[config.mk]
export PLATFORM = sky130hd
export DESIGN_NAME = multicycle_stall_ctrl
export DESIGN_NICKNAME = d
export VERILOG_FILES = /design/src/rtl/multicycle_stall_ctrl_pkg.sv /design/src/rtl/multicycle_stall_ctrl_counter.sv /design/src/rtl/multicycle_stall_ctrl.sv
export SDC_FILE = /design/constraint.sdc
export NUM_CORES = 1
export LEC_CHECK = 0
export CORE_UTILIZATION = 44
export DETAILED_ROUTE_END_ITERATION = 12
export GPL_TIMING_DRIVEN = 0
export PLACE_DENSITY = 0.75
export SYNTH_ARGS = -nofsm -noshare
export SYNTH_HDL_FRONTEND = slang
export SYNTH_SLANG_ARGS = --single-unit
[constraint.sdc]
create_clock -name i_clk -period 1.55 [get_ports i_clk]
set_input_delay 0.31 -clock i_clk [delete_from_list [all_inputs] [get_ports i_clk]]
set_output_delay 0.31 -clock i_clk [all_outputs]
set_load 0.02 [all_outputs]
[src/rtl/multicycle_stall_ctrl_pkg.sv]
// Shared definitions for the multi-cycle stall controller.
//   - op_class encodings (CLS_*)
//   - FSM state encoding
//   - max4(): largest of four ints, used to size the shared counter
package multicycle_stall_ctrl_pkg;

    localparam logic [1:0] CLS_NONE = 2'b00;
    localparam logic [1:0] CLS_MUL  = 2'b01;
    localparam logic [1:0] CLS_DIV  = 2'b10;
    localparam logic [1:0] CLS_REM  = 2'b11;

    typedef enum logic [1:0] {
        ST_IDLE = 2'd0,
        ST_BUSY = 2'd1,
        ST_DONE = 2'd2
    } state_e;

    function automatic int max4(input int a, input int b, input int c, input int d);
        int m;
        m = a;
        if (b > m) m = b;
        if (c > m) m = c;
        if (d > m) m = d;
        return m;
    endfunction

endpackage

[src/rtl/multicycle_stall_ctrl_counter.sv]
// mc_down_counter: loadable down counter with zero flag.
//   i_load/i_load_val : load a new count (wins over decrement)
//   i_dec             : decrement by one; saturates at zero
//   o_zero            : count is zero
module mc_down_counter #(
    parameter int W = 4
) (
    input  logic         i_clk,
    input  logic         i_resetn,
    input  logic         i_load,
    input  logic [W-1:0] i_load_val,
    input  logic         i_dec,
    output logic         o_zero
);

    logic [W-1:0] r_cnt;

    always_ff @(posedge i_clk or negedge i_resetn) begin
        if (!i_resetn)
            r_cnt <= '0;
        else if (i_load)
            r_cnt <= i_load_val;
        else if (i_dec && (r_cnt != '0))
            r_cnt <= r_cnt - 1'b1;
    end

    assign o_zero = (r_cnt == '0);

endmodule

[src/rtl/multicycle_stall_ctrl.sv]
// Stall/sequencing controller for long-latency EX units (MUL/DIV/REM).
//   i_op_valid/i_op_class : instruction in EX and its class
//   i_flush               : kills any op in EX
//   i_unit_done           : unit completion strobe (variable-latency mode)
//   o_stall               : hold IF/ID/EX (combinational)
//   o_unit_start          : one-cycle start pulse, first BUSY cycle
//   o_unit_rstn           : unit reset, low while idle
//   o_busy_class          : latched class of the in-flight op
//   o_result_valid        : result may be written back (DONE, not flushed)
//   o_timeout_err         : watchdog expired (variable-latency mode)
module multicycle_stall_ctrl
    import multicycle_stall_ctrl_pkg::*;
#(
    parameter int LAT_MUL = 2,
    parameter int LAT_DIV = 9,
    parameter int LAT_REM = 9,
    parameter int VAR_LAT = 0,
    parameter int TIMEOUT = 64
) (
    input  logic       i_clk,
    input  logic       i_resetn,
    input  logic       i_op_valid,
    input  logic [1:0] i_op_class,
    input  logic       i_flush,
    input  logic       i_unit_done,
    output logic       o_stall,
    output logic       o_unit_start,
    output logic       o_unit_rstn,
    output logic [1:0] o_busy_class,
    output logic       o_result_valid,
    output logic       o_timeout_err
);

    localparam int MAX_LAT = max4(LAT_MUL, LAT_DIV, LAT_REM, 1);
    localparam int CW      = $clog2(max4(LAT_MUL, LAT_DIV, LAT_REM, TIMEOUT) + 1);

    if (LAT_MUL < 1 || LAT_DIV < 1 || LAT_REM < 1 ||
        (VAR_LAT != 0 && (TIMEOUT < 2 || TIMEOUT <= MAX_LAT))) begin : g_param_check
        $error("multicycle_stall_ctrl: illegal latency/timeout parameters");
    end

    state_e         r_state;
    logic           r_unit_start;
    logic           r_unit_rstn;
    logic [1:0]     r_busy_class;
    logic           r_timeout_err;

    logic           w_long;
    logic           w_accept;
    logic           w_zero;
    logic [CW-1:0]  w_load_val;

    assign w_long   = i_op_valid && (i_op_class != CLS_NONE);
    assign w_accept = (r_state == ST_IDLE) && w_long && !i_flush;

    // In variable mode the counter is only a watchdog.
    always_comb begin
        w_load_val = '0;
        if (VAR_LAT != 0)
            w_load_val = CW'(TIMEOUT - 1);
        else begin
            case (i_op_class)
                CLS_MUL: w_load_val = CW'(LAT_MUL - 1);
                CLS_DIV: w_load_val = CW'(LAT_DIV - 1);
                CLS_REM: w_load_val = CW'(LAT_REM - 1);
                default: w_load_val = '0;
            endcase
        end
    end

    mc_down_counter #(.W(CW)) u_cnt (
        .i_clk      (i_clk),
        .i_resetn   (i_resetn),
        .i_load     (w_accept),
        .i_load_val (w_load_val),
        .i_dec      (r_state == ST_BUSY),
        .o_zero     (w_zero)
    );

    // Flush outranks unit_done, which outranks counter expiry.
    always_ff @(posedge i_clk or negedge i_resetn) begin
        if (!i_resetn) begin
            r_state       <= ST_IDLE;
            r_unit_start  <= 1'b0;
            r_unit_rstn   <= 1'b0;
            r_busy_class  <= CLS_NONE;
            r_timeout_err <= 1'b0;
        end else begin
            r_unit_start  <= 1'b0;
            r_timeout_err <= 1'b0;
            case (r_state)
                ST_IDLE: begin
                    if (w_accept) begin
                        r_state      <= ST_BUSY;
                        r_unit_start <= 1'b1;
                        r_unit_rstn  <= 1'b1;
                        r_busy_class <= i_op_class;
                    end
                end
                ST_BUSY: begin
                    if (i_flush) begin
                        r_state      <= ST_IDLE;
                        r_unit_rstn  <= 1'b0;
                        r_busy_class <= CLS_NONE;
                    end else if ((VAR_LAT != 0) && i_unit_done) begin
                        r_state <= ST_DONE;
                    end else if (w_zero) begin
                        r_state       <= ST_DONE;
                        r_timeout_err <= (VAR_LAT != 0);
                    end
                end
                // The op still sitting in EX advances at this edge, so no
                // acceptance here.
                default: begin
                    r_state      <= ST_IDLE;
                    r_unit_rstn  <= 1'b0;
                    r_busy_class <= CLS_NONE;
                end
            endcase
        end
    end

    // Stall is gated by reset so a long op in EX cannot stall a reset pipe.
    assign o_stall        = i_resetn && ((r_state == ST_BUSY) ||
                                         ((r_state == ST_IDLE) && w_long && !i_flush));
    assign o_result_valid = (r_state == ST_DONE) && !i_flush;
    assign o_unit_start   = r_unit_start;
    assign o_unit_rstn    = r_unit_rstn;
    assign o_busy_class   = r_busy_class;
    assign o_timeout_err  = r_timeout_err;

endmodule

After elaboration in Yosys (flattened, before gate mapping)

Cells that the tools add are included.

Register bits after elaboration: 13
Word-level logic and storage cells: 45

Reduce and logical (&&, ||, !) cells: 16
$add $sub $neg: 1
Equality and inequality tests: 8
Muxes and demuxes: 15

Operators with widths:

| cell                | count |
|---|---|
| $mux 7              | 2 |
| $mux 2              | 5 |
| $pmux 2 s2          | 2 |
| $pmux 4 s2          | 1 |
| $logic_not 7->1     | 1 |
| $reduce_bool 7->1   | 1 |
| $sub 7x1->7 const B | 1 |
| $eq 2x2->1 const B  | 3 |
| $logic_and 1x1->1   | 6 |
| $eq 2x1->1 const B  | 2 |
| $mux 1              | 4 |
| $reduce_and 2->1    | 2 |
| $reduce_bool 2->1   | 2 |
| $ne 3x3->1 const B  | 1 |
| $logic_not 2->1     | 1 |
| $ne 2x1->1 const B  | 1 |
| $ne 2x2->1 const B  | 1 |
| $pmux 1 s2          | 1 |
| $reduce_or 2->1     | 1 |
| $logic_not 1->1     | 1 |
| $logic_or 1x1->1    | 1 |

Longest topological paths before layout

Gate-level depths: netlist of the first run.

Depth in word-level cells: 6
Gate-level depth with buffers: 5
Gate-level depth less buffers: 5

By module

A second synthesis of the first run with hierarchy kept.

Cells, all modules: 90
Area, all modules: 789.5 µm²

By module, submodules not included:

| module                | instances | cells each | area an instance (µm²) |
|---|---|---|---|
| mc_down_counter       | 1         | 52         | 461.7 |
| multicycle_stall_ctrl | 1         | 38         | 327.8 |

Least setup slack after synthesis of the first run

Ideal clock, no wire load.

Path kind: reg2out
Start: reg r_state[1]
End: out o_stall
Arrival: 1.329 ns
Buffers on the path: 0
Path slack: -0.089 ns
Stages on the path, launching flop included: 4
Data required time: 1.240 ns
Cells stage by stage: dfrtp_1 -> nor4b_4 -> nand2_2 -> a21boi_1

Cells in the longest elaborated chain, start to end: 5

RTL lines:

| element                         | RTL line                     | RTL |
|---|---|---|
| from (decl)                     | multicycle_stall_ctrl.sv:42  | `state_e r_state;` |
| from (signal assigned)          | multicycle_stall_ctrl.sv:83  | `r_state <= ST_IDLE;` |
| from (signal assigned)          | multicycle_stall_ctrl.sv:94  | `r_state <= ST_BUSY;` |
| from (signal assigned)          | multicycle_stall_ctrl.sv:102 | `r_state <= ST_IDLE;` |
| $logic_not 2->1                 | multicycle_stall_ctrl.sv:125 | `((r_state == ST_IDLE) && w_long && !i_flush));` |
| $logic_and 1x1->1 (2 in series) | multicycle_stall_ctrl.sv:125 |  |
| $logic_or 1x1->1 (*)            | multicycle_stall_ctrl.sv:124 | `assign o_stall = i_resetn && ((r_state == ST_BUSY) \|\|` |
| $logic_and 1x1->1 (*)           | multicycle_stall_ctrl.sv:124 |  |
| to (decl)                       | multicycle_stall_ctrl.sv:26  | `output logic o_stall,` |

Mark *: on every way between the ends. The rest lies on a longest branch, timed or not.

Final worst setup path of the first run

Start: reg r_state[0]
End: out o_stall

The elaborated chain is that of the path after synthesis.

==> results of run 1 <==
## state kept, by name, summed over array words and instances, names as in the netlist
| register | cells |
|---|---|
| o_unit_start | 1 |
| r_state | 2 |
| o_unit_rstn | 1 |
| u_cnt.r_cnt | 7 |
| o_busy_class | 2 |
## routing by layer
layer | track usage | routed length, µm | vias to the layer above
met3 | 0.0647 | 81 | 5
met4 | 0.0938 | 28 | 0
met1 | 0.283 | 790 | 295
met5 | 0 | 0 | -
met2 | 0.300 | 779 | 20
li1 | - | - | 290
## metrics by stage
step	worst slack, ns	hold WS, ns	std cells
after floorplan	0.000267	0.0144	67
after global placement	-0.971	0.458	94
after detailed placement	-0.974	0.469	94
after CTS	-0.165	0.142	102
after global routing	-0.220	0.190	104
final	-0.158	0.127	104
## cells by family (layout without fill, tap and decap cells)
family	count (synthesis)	after routing
and+or+nand+nor	23	23
AOI/OAI and AO/OA	21	21
DFF	13	13
buffers and inverters	6	27
muxes	2	2
adders and majority gates	1	1
other	1	1
## area by class of cell
type / instances / area, µm² / area share
Multi-Input combinational cell: 48 / 397 / 0.419
Tap cell: 16 / 20.0 / 0.0211
Clock buffer: 4 / 26.3 / 0.0277
Buffer: 2 / 12.5 / 0.0132
Timing Repair Buffer: 17 / 149 / 0.157
Inverter: 4 / 15.0 / 0.0159
Sequential cell: 13 / 328 / 0.346
## power by group
| part | internal [µW] | switching [µW] | total, µW |
|---|---|---|---|
| sequential | 452 | 129 | 581 |
| clock | 100 | 115 | 215 |
| combinational | 366 | 367 | 733 |
| total | 918 | 611 | 1530 |
## layout by cell type, fill, tap and decap left out, types with 2 or more instances in the layout
cell and instances:
a21oi_1 2, buf_2 2, nor2_1 2, a2111oi_2 2, a21o_1 2, o32ai_1 2, nand2_1 6, inv_2 2
dfrtp_2 2, clkbuf_4 3, inv_1 2, mux2i_1 2, buf_4 8, dlymetal6s2s_1 2, dlygate4sd2_1 3, clkdlybuf4s50_1 4
a211oi_1 2, dfrtp_1 11, o21ai_0 3
## worst min path at each step
stage | slack (ns) | start | to
final | 0.13 | i_resetn | o_busy_class[0]
after global routing | 0.19 | i_resetn | o_busy_class[0]
after CTS | 0.14 | i_resetn | o_busy_class[0]
after detailed placement | 0.47 | o_unit_rstn | o_unit_rstn
after global placement | 0.46 | o_unit_rstn | o_unit_rstn
after floorplan | 0.01 | i_resetn | o_busy_class[0]
## what timing repair did
action / CTS / global route
pin swaps: 4 / 1
hold buffers: 0 / 0
resized for setup: 24 / 4
setup endpoints to repair: 7 / 10
hold endpoints to repair: 0 / 0
setup buffers: 4 / 2
==> run summary, run 1 <==
Post-synth top area share = 0.459
Die height = 42.2 µm
Post-synth top cells = 13 x dfrtp_1, 6 x nand2_1, 5 x o21ai_0
Post-synth top area cell = dfrtp_1
Unrepaired setup endpoints after global routing = true
Initial antenna violation count = 0
Min setup slack post-route = -0.158 ns
Pwr per Cell Area = 1610 nW/µm²
Flops & latches, synth = 13
Netlist cell types = 36
Fin. max-slew vios = 0
Simple-Gate Fraction of Synth Area = 0.224
I/O pin count = 14
Fillers = 125
Xor/xnor share of the synthesized area = 0
Fin nets = 97
Drt pass-1 iters = 5
FF-to-FF setup slack = -0.07 ns
Share of layout cells above drive strength 1 = 0.364
First-pass GRT wire length = 2.64 mm
Max-slew headroom = 0.595
Drt via density = 5.87
Fin util = 0.629
CP arrival = 1.40 ns
Post-Syn Area = 709 µm²
Reg-to-Reg End = u_cnt.r_cnt[5]
Number of cell rows = 14
Synthesis Warnings = 0
Tcrit/Tclk final = 1.10
Worst setup endpoint = o_stall
DIE WIDTH = 42.2 µm
Worst path bufs/invs = 1
Largest cells by area after synthesis = dfrtp_1 46%, o21ai_0 3.5%, nor4b_4 3.4%
Clk_skew = 0.0151 ns
Antenna diodes = 0
Adder-Cell Fraction of Synth Area = 0.0176
# DRC = 0
Cell area after placement = 843 µm²
Final-report hold violation count = 0
Worst-Skew Late Latency = 0.29 ns
Area Growth Syn to Fin = 33.5%
Routed wire length = 1.68 mm
Maximum fanout along the worst path = 2
Gr usage total = 0.207
Critical Path Sink Type = output port
Count leader, synth = dfrtp_1
Worst EP required = 1.24 ns
Max cap viols = 0
Critical R2R Launch = r_state[0]
Kind of critical path = flop to output port
Routed Antenna Nets = 0
Slowest Stage Delay on Critical Path = 0.43 ns
Failing checks = setup timing
Leakage power = 0.000438 µW
Clock transition at path regs = 0.09 ns
Fmax = 585 MHz
Run status = finished with violations
Fin area = 947 µm²
Post-synthesis sequential area ratio = 0.459
Crit. Startpoint = r_state[0]
Final setup fails = 5
Vias = 610
Largest family of logic cells by synthesized area = compound AO/OA/AOI/OAI gates
Core Area = 1510 µm²
Synth Instances = 67
Compound-Gate Fraction of Synth Area = 0.228
CP Cell Sequence = nor4b_4 -> nand2_2 -> a21boi_2 -> buf_4
Crit. path cell count = 4
Clock root buffer = clkbuf_4
Post-Syn Nets = 75
Asr flop ratio synth = 1.00
Worst r2r path cells = 5
Largest net degree at the start of global routing = 15
Initial Util = 0.471
Mux cell area share after synthesis = 0.0282
Slowest CP cell = dfrtp_2
VDD IR max = 0.000779 V
Worst hold path class = input pin to async pin
WL/cell = 16.1 µm
Post-DP HPWL = 1.03 mm
Fin crit period = 1.71 ns
Max Root-Sink Buffers = 2
Crit path launch type = flop
Top Family by Delay on Critical Path = flip-flops
Initial DRC count = 9
CTS buffer count = 3
Sinks on Clock Net = 13
Setup TNS = -0.332 ns
Placer Congestion = 0.824
H-tree level count = 1
Dominant synthesized flop cell = dfrtp_1
Vias in the first global route = 551
Number of flops mapped to enable cells by yosys = 0
Tot Pwr = 1530 µW
Port Buffers = 11
Syn_area_per_cell = 10.6 µm²
Worst slew pin tran = 0.608 ns
Total grt overflow = 0
Die footprint = 1780 µm²
TritonCTS clock tree = done
Note: power is estimated with default switching activity, not from simulation.
==> run 2: changes to the inputs <==
- ABC_AREA: unset -> 1
- CORE_UTILIZATION: 44 -> 45
- CTS_CLUSTER_DIAMETER: unset -> 80
- GPL_ROUTABILITY_DRIVEN: unset -> 1
- PLACE_DENSITY: 0.75 -> 0.76
==> run 2 against run 1 <==
Net effect:
- setup slack better by 0.10 ns
- synthesized cell count is 48% higher
- highest routed layer unchanged
- global-route usage decreased by 1.3 points
- clock power about the same
- clock-buffer cell count fell by 1
- critical path type unchanged
- the run still ends with setup timing left
- first-iteration DRC count grew 56%
- area after synthesis is 7.2% higher
- fmax rose by 6.5%
- final area grew 2.6%
- final cell count increased by 32%
- critical endpoint unchanged
- non-clock buffer count is 1 higher
- via count up 15%
==> run summary, run 2 <==
Run status = finished with violations
Failing checks = setup timing
Vias = 700
Seq. cell area = 325 µm²
Number of cell rows = 14
# DRC = 0
Clock root buffer = clkbuf_4
Placed cells = 126
Gr usage total = 0.193
Sinks on Clock Net = 13
Post-synth top area cell = dfrtp_1
Worst hold path class = input pin to flop
Setup TNS = -0.0537 ns
Final-report hold violation count = 0
First-pass GRT wire length = 2.64 mm
Post-synth top area share = 0.428
Crit path launch type = flop
Unrepaired setup endpoints after global routing = true
I/O pin count = 14
Initial DRC count = 14
Drt via density = 5.11
Fin. max-slew vios = 0
Final setup fails = 1
Total grt overflow = 0
Fin crit period = 1.60 ns
WL/cell = 11.9 µm
Clock transition at path regs = 0.09 ns
Most flop-heavy register = u_cnt.r_cnt
Number of flops mapped to enable cells by yosys = 0
Flops & latches, synth = 13
Min setup slack post-route = -0.0537 ns
Initial Util = 0.494
Placer Congestion = 0.792
Fillers = 139
Max-slew headroom = 0.589
Drt pass-1 iters = 5
Syn_area_per_cell = 7.68 µm²
CP arrival = 1.29 ns
Largest cells by area after synthesis = dfrtp_1 43%, nand2_1 15%, nand3_1 7.9%
H-tree level count = 1
Clk_skew = 0.0152 ns
Antenna diodes = 0
Netlist cell types = 20
Multi-input gate area = 372 µm²
Max cap viols = 0
Kind of critical path = flop to output port
Initial antenna violation count = 0
Fin Hold WS = 0.333 ns
Synthesis Warnings = 0
Most common cell after layout, fill and taps aside = nand2_1
Routed Antenna Nets = 0
Worst EP required = 1.24 ns
Die footprint = 1860 µm²
Worst-Skew Late Latency = 0.29 ns
TritonCTS clock tree = done
Fmax = 624 MHz
Largest net degree at the start of global routing = 15
Post-DP HPWL = 1.07 mm
Share of layout cells above drive strength 1 = 0.256
Leakage power = 0.000584 µW
Critical Path Sink Type = output port
Most frequent cells in the layout = 30 x nand2_1, 13 x dfrtp_1, 12 x nand3_1
Asr flop ratio synth = 1.00
DIE WIDTH = 43.1 µm
Worst slew pin tran = 0.615 ns
Count leader, synth = nand2_1
Area Growth Syn to Fin = 27.8%
Fin nets = 130
Core Area = 1540 µm²
CTS buffer count = 3
VDD IR max = 0.000680 V
Tcrit/Tclk final = 1.03
Largest register FFs = 7
Max Root-Sink Buffers = 2
Die height = 43.1 µm
Routed wire length = 1.63 mm
Synth Instances = 99
Port Buffers = 11
Post-Syn Area = 761 µm²
Final cell count without fillers = 137
Post-Syn Nets = 107
Dominant synthesized flop cell = dfrtp_1
Post-synthesis sequential area ratio = 0.428
Vias in the first global route = 631
Post-synth top cells = 30 x nand2_1, 13 x dfrtp_1, 12 x nand3_1
Maximum fanout along the worst path = 2
Tot Pwr = 1490 µW
Pwr per Cell Area = 1530 nW/µm²
run 2: cell count changes in the layout (fill, tap and decap cells not counted), sizes merged, moves of 3 or more:
| cell | change |
|---|---|
| nand2 | +26 |
| nand3 | +13 |
| nor2 | +10 |
| clkdlybuf4s50 | -4 |
| inv | +10 |
| nand4 | +3 |
run 2: timing repair:
| item | CTS | global route |
|---|---|---|
| hold buffers | 0 | 1 |
| pin swaps | 3 | 4 |
| hold endpoints to repair | 0 | 13 |
| buffers inserted | 5 | 2 |
| gates cloned | 0 | 0 |
| resized for setup | 17 | 10 |
| setup endpoints to repair | 5 | 9 |
run 2: worst max-delay path: stages (launching register included):
cell and delay [ns]:
dfrtp_1 0.41, nor2_4 0.14, nand2_4 0.07, inv_4 0.06, nand2_4 0.05, a21boi_2 0.14, buf_6 0.13
run 2: worst paths after layout:
path,start,to,slack [ns],cells after the start
worst max register to register,u_cnt.r_cnt[0],u_cnt.r_cnt[3],0.09,9
worst min register to register,o_busy_class[0],o_busy_class[0],0.47,2
worst max-delay path,r_state[1],o_stall,-0.05,6
worst min-delay path,i_flush,r_state[0],0.33,2
max in group asynchronous,i_resetn,u_cnt.r_cnt[2],0.56,2
min in group asynchronous,i_resetn,u_cnt.r_cnt[4],0.57,2
run 2: where the power goes:
part / internal [µW] / leakage [µW] / switching (µW)
registers: 443 / 0.000170 / 89.9
logic: 294 / 0.000397 / 446
clock network: 95.9 / 0.0000177 / 118
run 2: kinds of logic after synthesis:
kind of cell | after synthesis | synth area share
AO/OA/AOI/OAI | 4 | 0.0345
XOR/XNOR | 1 | 0.0115
adder cells (fa/ha/maj) | 1 | 0.0164
buffers and inverters | 16 | 0.0938
flip-flops | 13 | 0.428
other | 1 | 0.00493
AND/OR/NAND/NOR | 63 | 0.411
run 2: metal layers:
metal	up-vias	track usage	wire length [µm]
met5	-	0	0
met4	0	0.109	39
met3	5	0.0511	81
met2	27	0.284	779
met1	315	0.255	729
li1	353	-	-
run 2: cell type report:
| class | instances | area share |
|---|---|---|
| Multi-Input combinational cell | 70 | 0.382 |
| Clock buffer | 3 | 0.0232 |
| Buffer | 1 | 0.00772 |
| Tap cell | 16 | 0.0206 |
| Timing Repair Buffer | 19 | 0.170 |
| Inverter | 14 | 0.0566 |
| Clock inverter | 1 | 0.00515 |
| Sequential cell | 13 | 0.335 |
run 2: stage by stage:
| stage | cell area, µm² | setup slack [ns] | util |
|---|---|---|---|
| after floorplan | 761 | 0.154 | - |
| after global placement | 891 | -0.837 | 0.578 |
| after detailed placement | 891 | -0.831 | 0.578 |
| after CTS | 941 | -0.158 | 0.610 |
| after global routing | 972 | -0.104 | 0.631 |
| final | 972 | -0.0537 | 0.631 |
==> run 3: changes to the inputs <==
- CAP_MARGIN: unset -> 25
==> results of run 3 <==
No change in the layout: final DEF, timing and power equal those of run 2.
==> RTL edit 1, RTL diff (flow settings as in run 2) <==
Set the parameter `VAR_LAT` to 1 (it was 0).
--- a/src/rtl/multicycle_stall_ctrl.sv
+++ b/src/rtl/multicycle_stall_ctrl.sv
@@ -16,3 +16,3 @@
     parameter int LAT_REM = 9,
-    parameter int VAR_LAT = 0,
+    parameter int VAR_LAT = 1,
     parameter int TIMEOUT = 64
Function: changed (Yosys sat finds a counterexample within 4 cycles, from zero or initial values and one cycle with i_resetn low).
==> RTL edit 1 against run 2 <==
The run ends with DRC left. First-iteration DRC count rose by 57%. Area after synthesis rose by 2.6%. Critical path depth fell by 1. Final area rose by 1.0%. Setup slack improved by 66 ps. Power fell by 19%. Routed wire length fell by 7.5%. Highest routed layer unchanged. Global-route usage fell by 0.90 points. Sequential cell count rose by 1. Worst hold slack got worse by 310 ps.
==> RTL edit 1: results (changes against run 2) <==
Status
  – Outcome: complete, but fails checks
  – Violated checks: DRC

Worst hold path
  – Hold Path Class: input pin to asynchronous set/reset pin

Final layout
  – Max FFs per register: 7 (unchanged)
  – Fillers: 136 (-2.2%)
  – # nets final: 128 (-1.5%)
  – Top reg by flops: u_cnt.r_cnt
  – Share of layout cells above drive strength 1: 0.179 (-0.0767)

Worst setup path
  – Worst EP arrival: 1230 ps (-60 ps)
  – CP Max Fanout: 2 (unchanged)
  – R2R depth: 9 (unchanged)
  – Setup crit end: o_stall
  – Reg-to-reg critical path endpoint: u_cnt.r_cnt[5]
  – Reg2Reg Setup Slack: 160 ps (+70 ps)
  – Critical path origin: i_flush

Drt
  – Detailed Route Iter0 Violations: 22 (+8)
  – Vias: 690 (-1.4%)
  – Via density: 5.19 (+1.5%)
  – DRC Markers: 1 (+1)
  – Post-DR wirelength/cell: 11.3 µm (-4.7%)
  – Detailed Routing Iterations Pass 1: 8 (+3)

Placed design
  – Place WS: -871 ps (-39.5 ps)
  – Placer Congestion: 0.767 (-3.2%)
  – Post-DP HPWL: 1070 µm (+0.40%)
  – DP Area: 931 µm² (+4.5%)
  – IO Port Bufs: 13 (+2)

Clock tree
  – Register clock-pin slew on the reported worst setup and hold paths: 80 ps
  – H-tree depth: 1 (unchanged)
  – TritonCTS buffer count: 3 (unchanged)
  – Bufs on Longest Clock Path: 2 (unchanged)

Yosys
  – Ys async rst share: 1.00 (unchanged)
  – Post-synth net total: 106 (-0.93%)
  – Synth cell count leaders: nand2_1, dfrtp_1, inv_1
  – Synth Warn #: 0 (unchanged)
  – Syn Area/Cell: 8.05 µm² (+4.7%)
  – Unique masters post-synth: 20 (unchanged)
  – Area contributors post-synth: dfrtp_1, nand2_1, nand3_1
  – Seq/Total Area, Yosys: 0.449 (+0.0211)

Global route
  – Vias in the first global route: 647 (+2.5%)
  – First-pass GRT wire length: 2600 µm (-1.3%)
  – Pin count of the biggest net entering global routing: 16 (+1)
  – Global Route Usage Sum: 0.185 (-0.00898)

STA
  – Worst Skew: 2.37 ps (-12.8 ps)
  – Min setup slack post-route: 12.8 ps (+66.5 ps)
  – Slew HR: 0.749 (+0.160)

Power and ir drop
  – Max VDD drop: 718 µV (+5.6%)
  – LEAKAGE: 0.542 nW (-7.2%)
[RTL edit 1: layout make-up]
type	instances	area, µm²	share of cell area
inverters	13	48.8	0.0497
clock buffers	3	22.5	0.0229
flip-flops and latches	14	350	0.357
well taps	16	20.0	0.0204
repair buffers	17	151	0.154
plain buffers	1	11.3	0.0115
multi-input cells	69	378	0.385
[RTL edit 1: through the flow]
step | TNS (ps) | util
2_1_floorplan | 0 | -
6_report | 0 | 0.630
3_5_place_dp | -1180 | 0.597
3_3_place_gp | -1160 | 0.597
5_1_grt | -23.6 | 0.630
4_1_cts | -21.1 | 0.620
[RTL edit 1: how the worst min path moves through the flow]
stage                               start              end  slack (ps)  cells past startpoint
after floorplan                  i_resetn  o_busy_class[0]          10                      0
after global placement    o_busy_class[1]  o_busy_class[1]         450                      2
after detailed placement  o_busy_class[1]  o_busy_class[1]         460                      2
after CTS                        i_resetn   u_cnt.r_cnt[4]          30                      1
after global routing             i_resetn   u_cnt.r_cnt[3]          50                      1
final                            i_resetn   u_cnt.r_cnt[4]          20                      1
[RTL edit 1: critical path: stages]
cell,delay (ps)
clkdlybuf4s50_1,440
inv_2,90
nand4_4,90
a21boi_1,140
buf_4,160
[RTL edit 1: logic make-up (layout without fill, tap and decap cells)]
family                     Yosys count  after routing  share of synthesized area
xor gates and xnor gates             1              1                     0.0112
DFF                                 14             14                      0.449
buffers and inverters               14             34                     0.0769
AOI/OAI and AO/OA                    4              4                     0.0321
adders and majority gates            2              2                     0.0320
and+or+nand+nor                     62             62                      0.399
[RTL edit 1: timing repair]
action	CTS	global route
gates resized for setup	18	3
setup buffers	2	2
pin swaps	4	2
setup endpoints to repair	4	3
hold buffers	0	0
[RTL edit 1: report_power, final]
part | total, mW | internal, mW | switching, mW
sequential | 0.542 | 0.455 | 0.0872
combinational | 0.459 | 0.189 | 0.270
clock | 0.211 | 0.0903 | 0.120
total | 1.21 | 0.735 | 0.477
[RTL edit 1: metal layers]
layer,track usage,part of all wire
met5,0,0
met4,0.0750,0.014
met3,0.0375,0.048
met2,0.301,0.46
met1,0.237,0.47
==> RTL edit 2, RTL diff (flow settings as in run 2) <==
Without the edit above. Make the reset (`i_resetn`) synchronous in 2 clocked blocks.
--- a/src/rtl/multicycle_stall_ctrl_counter.sv
+++ b/src/rtl/multicycle_stall_ctrl_counter.sv
@@ -17,3 +17,3 @@
 
-    always_ff @(posedge i_clk or negedge i_resetn) begin
+    always_ff @(posedge i_clk) begin
         if (!i_resetn)
--- a/src/rtl/multicycle_stall_ctrl.sv
+++ b/src/rtl/multicycle_stall_ctrl.sv
@@ -80,3 +80,3 @@
     // Flush outranks unit_done, which outranks counter expiry.
-    always_ff @(posedge i_clk or negedge i_resetn) begin
+    always_ff @(posedge i_clk) begin
         if (!i_resetn) begin
Behaviour: differs if i_resetn is asserted again (counterexample within 4 cycles, from zero or initial values and one cycle with i_resetn low); with i_resetn held inactive, the same outputs for 10 cycles.
==> RTL edit 2 against run 2 <==
The run still ends with setup timing left. Highest routed layer unchanged. Sequential cell count did not move. Setup slack better by 12 ps. Routed wire length shrank 1.8%. Global-route usage is 1.5 points higher. Largest cell class unchanged. Final area decreased by 1.5%. Area after synthesis shrank 5.6%. Utilization is 0.47 points higher.
Power is not compared: it rests on default switching activity, and its combinational part moved more than twofold at a synthesized area within 25%.
==> RTL edit 2: results (changes against run 2) <==
Placed design
  – IO Port Bufs: 11 (unchanged)
  – # placed instances: 128 (+1.6%)
  – Placer Congestion: 0.835 (+5.4%)
  – Place WS: -750 ps (+80.8 ps)
  – Post-DP HPWL: 1080 µm (+1.2%)

Yosys
  – Area contributors post-synth: dfxtp_1, nand2_1, nand3_1
  – Seq/Total Area, Yosys: 0.362 (-0.0653)
  – Mux cell area share after synthesis: 0 (unchanged)
  – Synth Warn #: 0 (unchanged)
  – Most common cell in the netlist: nand2_1
  – Primary FF master, synth: dfxtp_1
  – Post-Synth XOR/XNOR Area: 0 (-0.0115)
  – Synth cell count leaders: nand2_1, dfxtp_1, inv_1, nand3_1, nor2_1
  – Cells after synthesis: 101 (+2.0%)
  – Area share of fa/ha/maj cells after synthesis: 0.0174 (+0.000974)
  – Synth Area in Compound Gates: 0.120 (+0.0857)
  – Post-synth net total: 109 (+1.9%)
  – Unique masters post-synth: 24 (+20%)
  – Ys async rst share: 0 (-1.00)

Clock tree
  – CTS root buf: clkbuf_4
  – Bufs on Longest Clock Path: 2 (unchanged)
  – Worst-skew pair later-pin latency: 280 ps
  – H-tree depth: 1 (unchanged)
  – Hold buffers post-CTS: 0 (unchanged)
  – TritonCTS buffer count: 3 (unchanged)
  – Register clock-pin slew on the reported worst setup and hold paths: 80 ps

Final layout
  – Top reg by flops: u_cnt.r_cnt
  – # nets final: 135 (+3.8%)
  – Max FFs per register: 7 (unchanged)
  – Fillers: 139 (unchanged)
  – Number of diodes: 0 (unchanged)
  – Share of layout cells above drive strength 1: 0.365 (+0.109)

Global route
  – Vias in the first global route: 646 (+2.4%)
  – Initial antenna violation count: 0 (unchanged)
  – Pin count of the biggest net entering global routing: 10 (-5)
  – First-pass GRT wire length: 2750 µm (+4.5%)
  – Global Route Usage Sum: 0.209 (+0.0154)

Drt
  – Vias: 713 (+1.9%)
  – Final wirelength: 1600 µm (-1.8%)
  – Detailed Route Iter0 Violations: 15 (+1)
  – Via density: 5.02 (-1.7%)
  – Detailed Routing Iterations Pass 1: 4 (-1)

Status
  – Outcome: complete, but fails checks
  – Violated checks: setup timing

STA
  – Min setup slack post-route: -41.6 ps (+12.0 ps)
  – Worst Skew: 3.05 ps (-12.1 ps)
  – Final setup fails: 1 (unchanged)
  – Fin Setup TNS: -41.6 ps (+12.0 ps)

Worst setup path
  – CP Max Fanout: 4 (+2)
  – Worst EP arrival: 1280 ps

Power and ir drop
  – Max VDD drop: 526 µV
  – LEAKAGE: 0.472 nW

Worst hold path
  – Hold Path Class: input pin to flip-flop
RTL edit 2: where the power goes:
part / internal [mW] / switching (mW) / total (mW)
clock: 0.0999 / 0.115 / 0.215
combinational: 0.137 / 0.176 / 0.312
sequential: 0.360 / 0.0189 / 0.379
total: 0.596 / 0.310 / 0.906
RTL edit 2: layout make-up:
cell class                 instances  area share
multi-input combinational         70       0.408
sequential                        13       0.280
timing repair buffer              21       0.182
inverter                          16      0.0627
clock buffer                       4      0.0275
tap                               16      0.0209
buffer                             2      0.0196
RTL edit 2: worst max-delay path: stages (launching register included):
cell and delay, ps:
dfxtp_4 370, nor2_4 120, nand3_2 110, buf_6 140, a21oi_2 120, buf_4 150
RTL edit 2: final timing paths:
check	start	endpoint	slack [ps]	cells after the start
worst max-delay path	r_state[0]	o_stall	-40	5
worst max register to register	r_state[0]	o_busy_class[0]	30	10
worst min-delay path	i_flush	r_state[0]	400	3
worst min register to register	o_busy_class[1]	o_busy_class[1]	470	2
RTL edit 2: per-layer routing:
| metal | vias to the layer above | track usage | routed length, µm |
|---|---|---|---|
| met3 | 5 | 0.0522 | 68 |
| li1 | 376 | - | - |
| met2 | 16 | 0.325 | 741 |
| met1 | 316 | 0.270 | 760 |
| met5 | - | 0 | 0 |
| met4 | 0 | 0.0968 | 30 |
RTL edit 2: what timing repair did:
action                                  CTS  global route
pin swaps                                 5             4
resized for setup                        19             5
setup buffers                             9             1
endpoints found under the setup margin    2             7
RTL edit 2: stage by stage:
step                      area [µm²]   util
after floorplan                  718      -
after global placement           848  0.563
after detailed placement         848  0.563
after CTS                        946  0.628
after global routing             957  0.635
final                            957  0.635
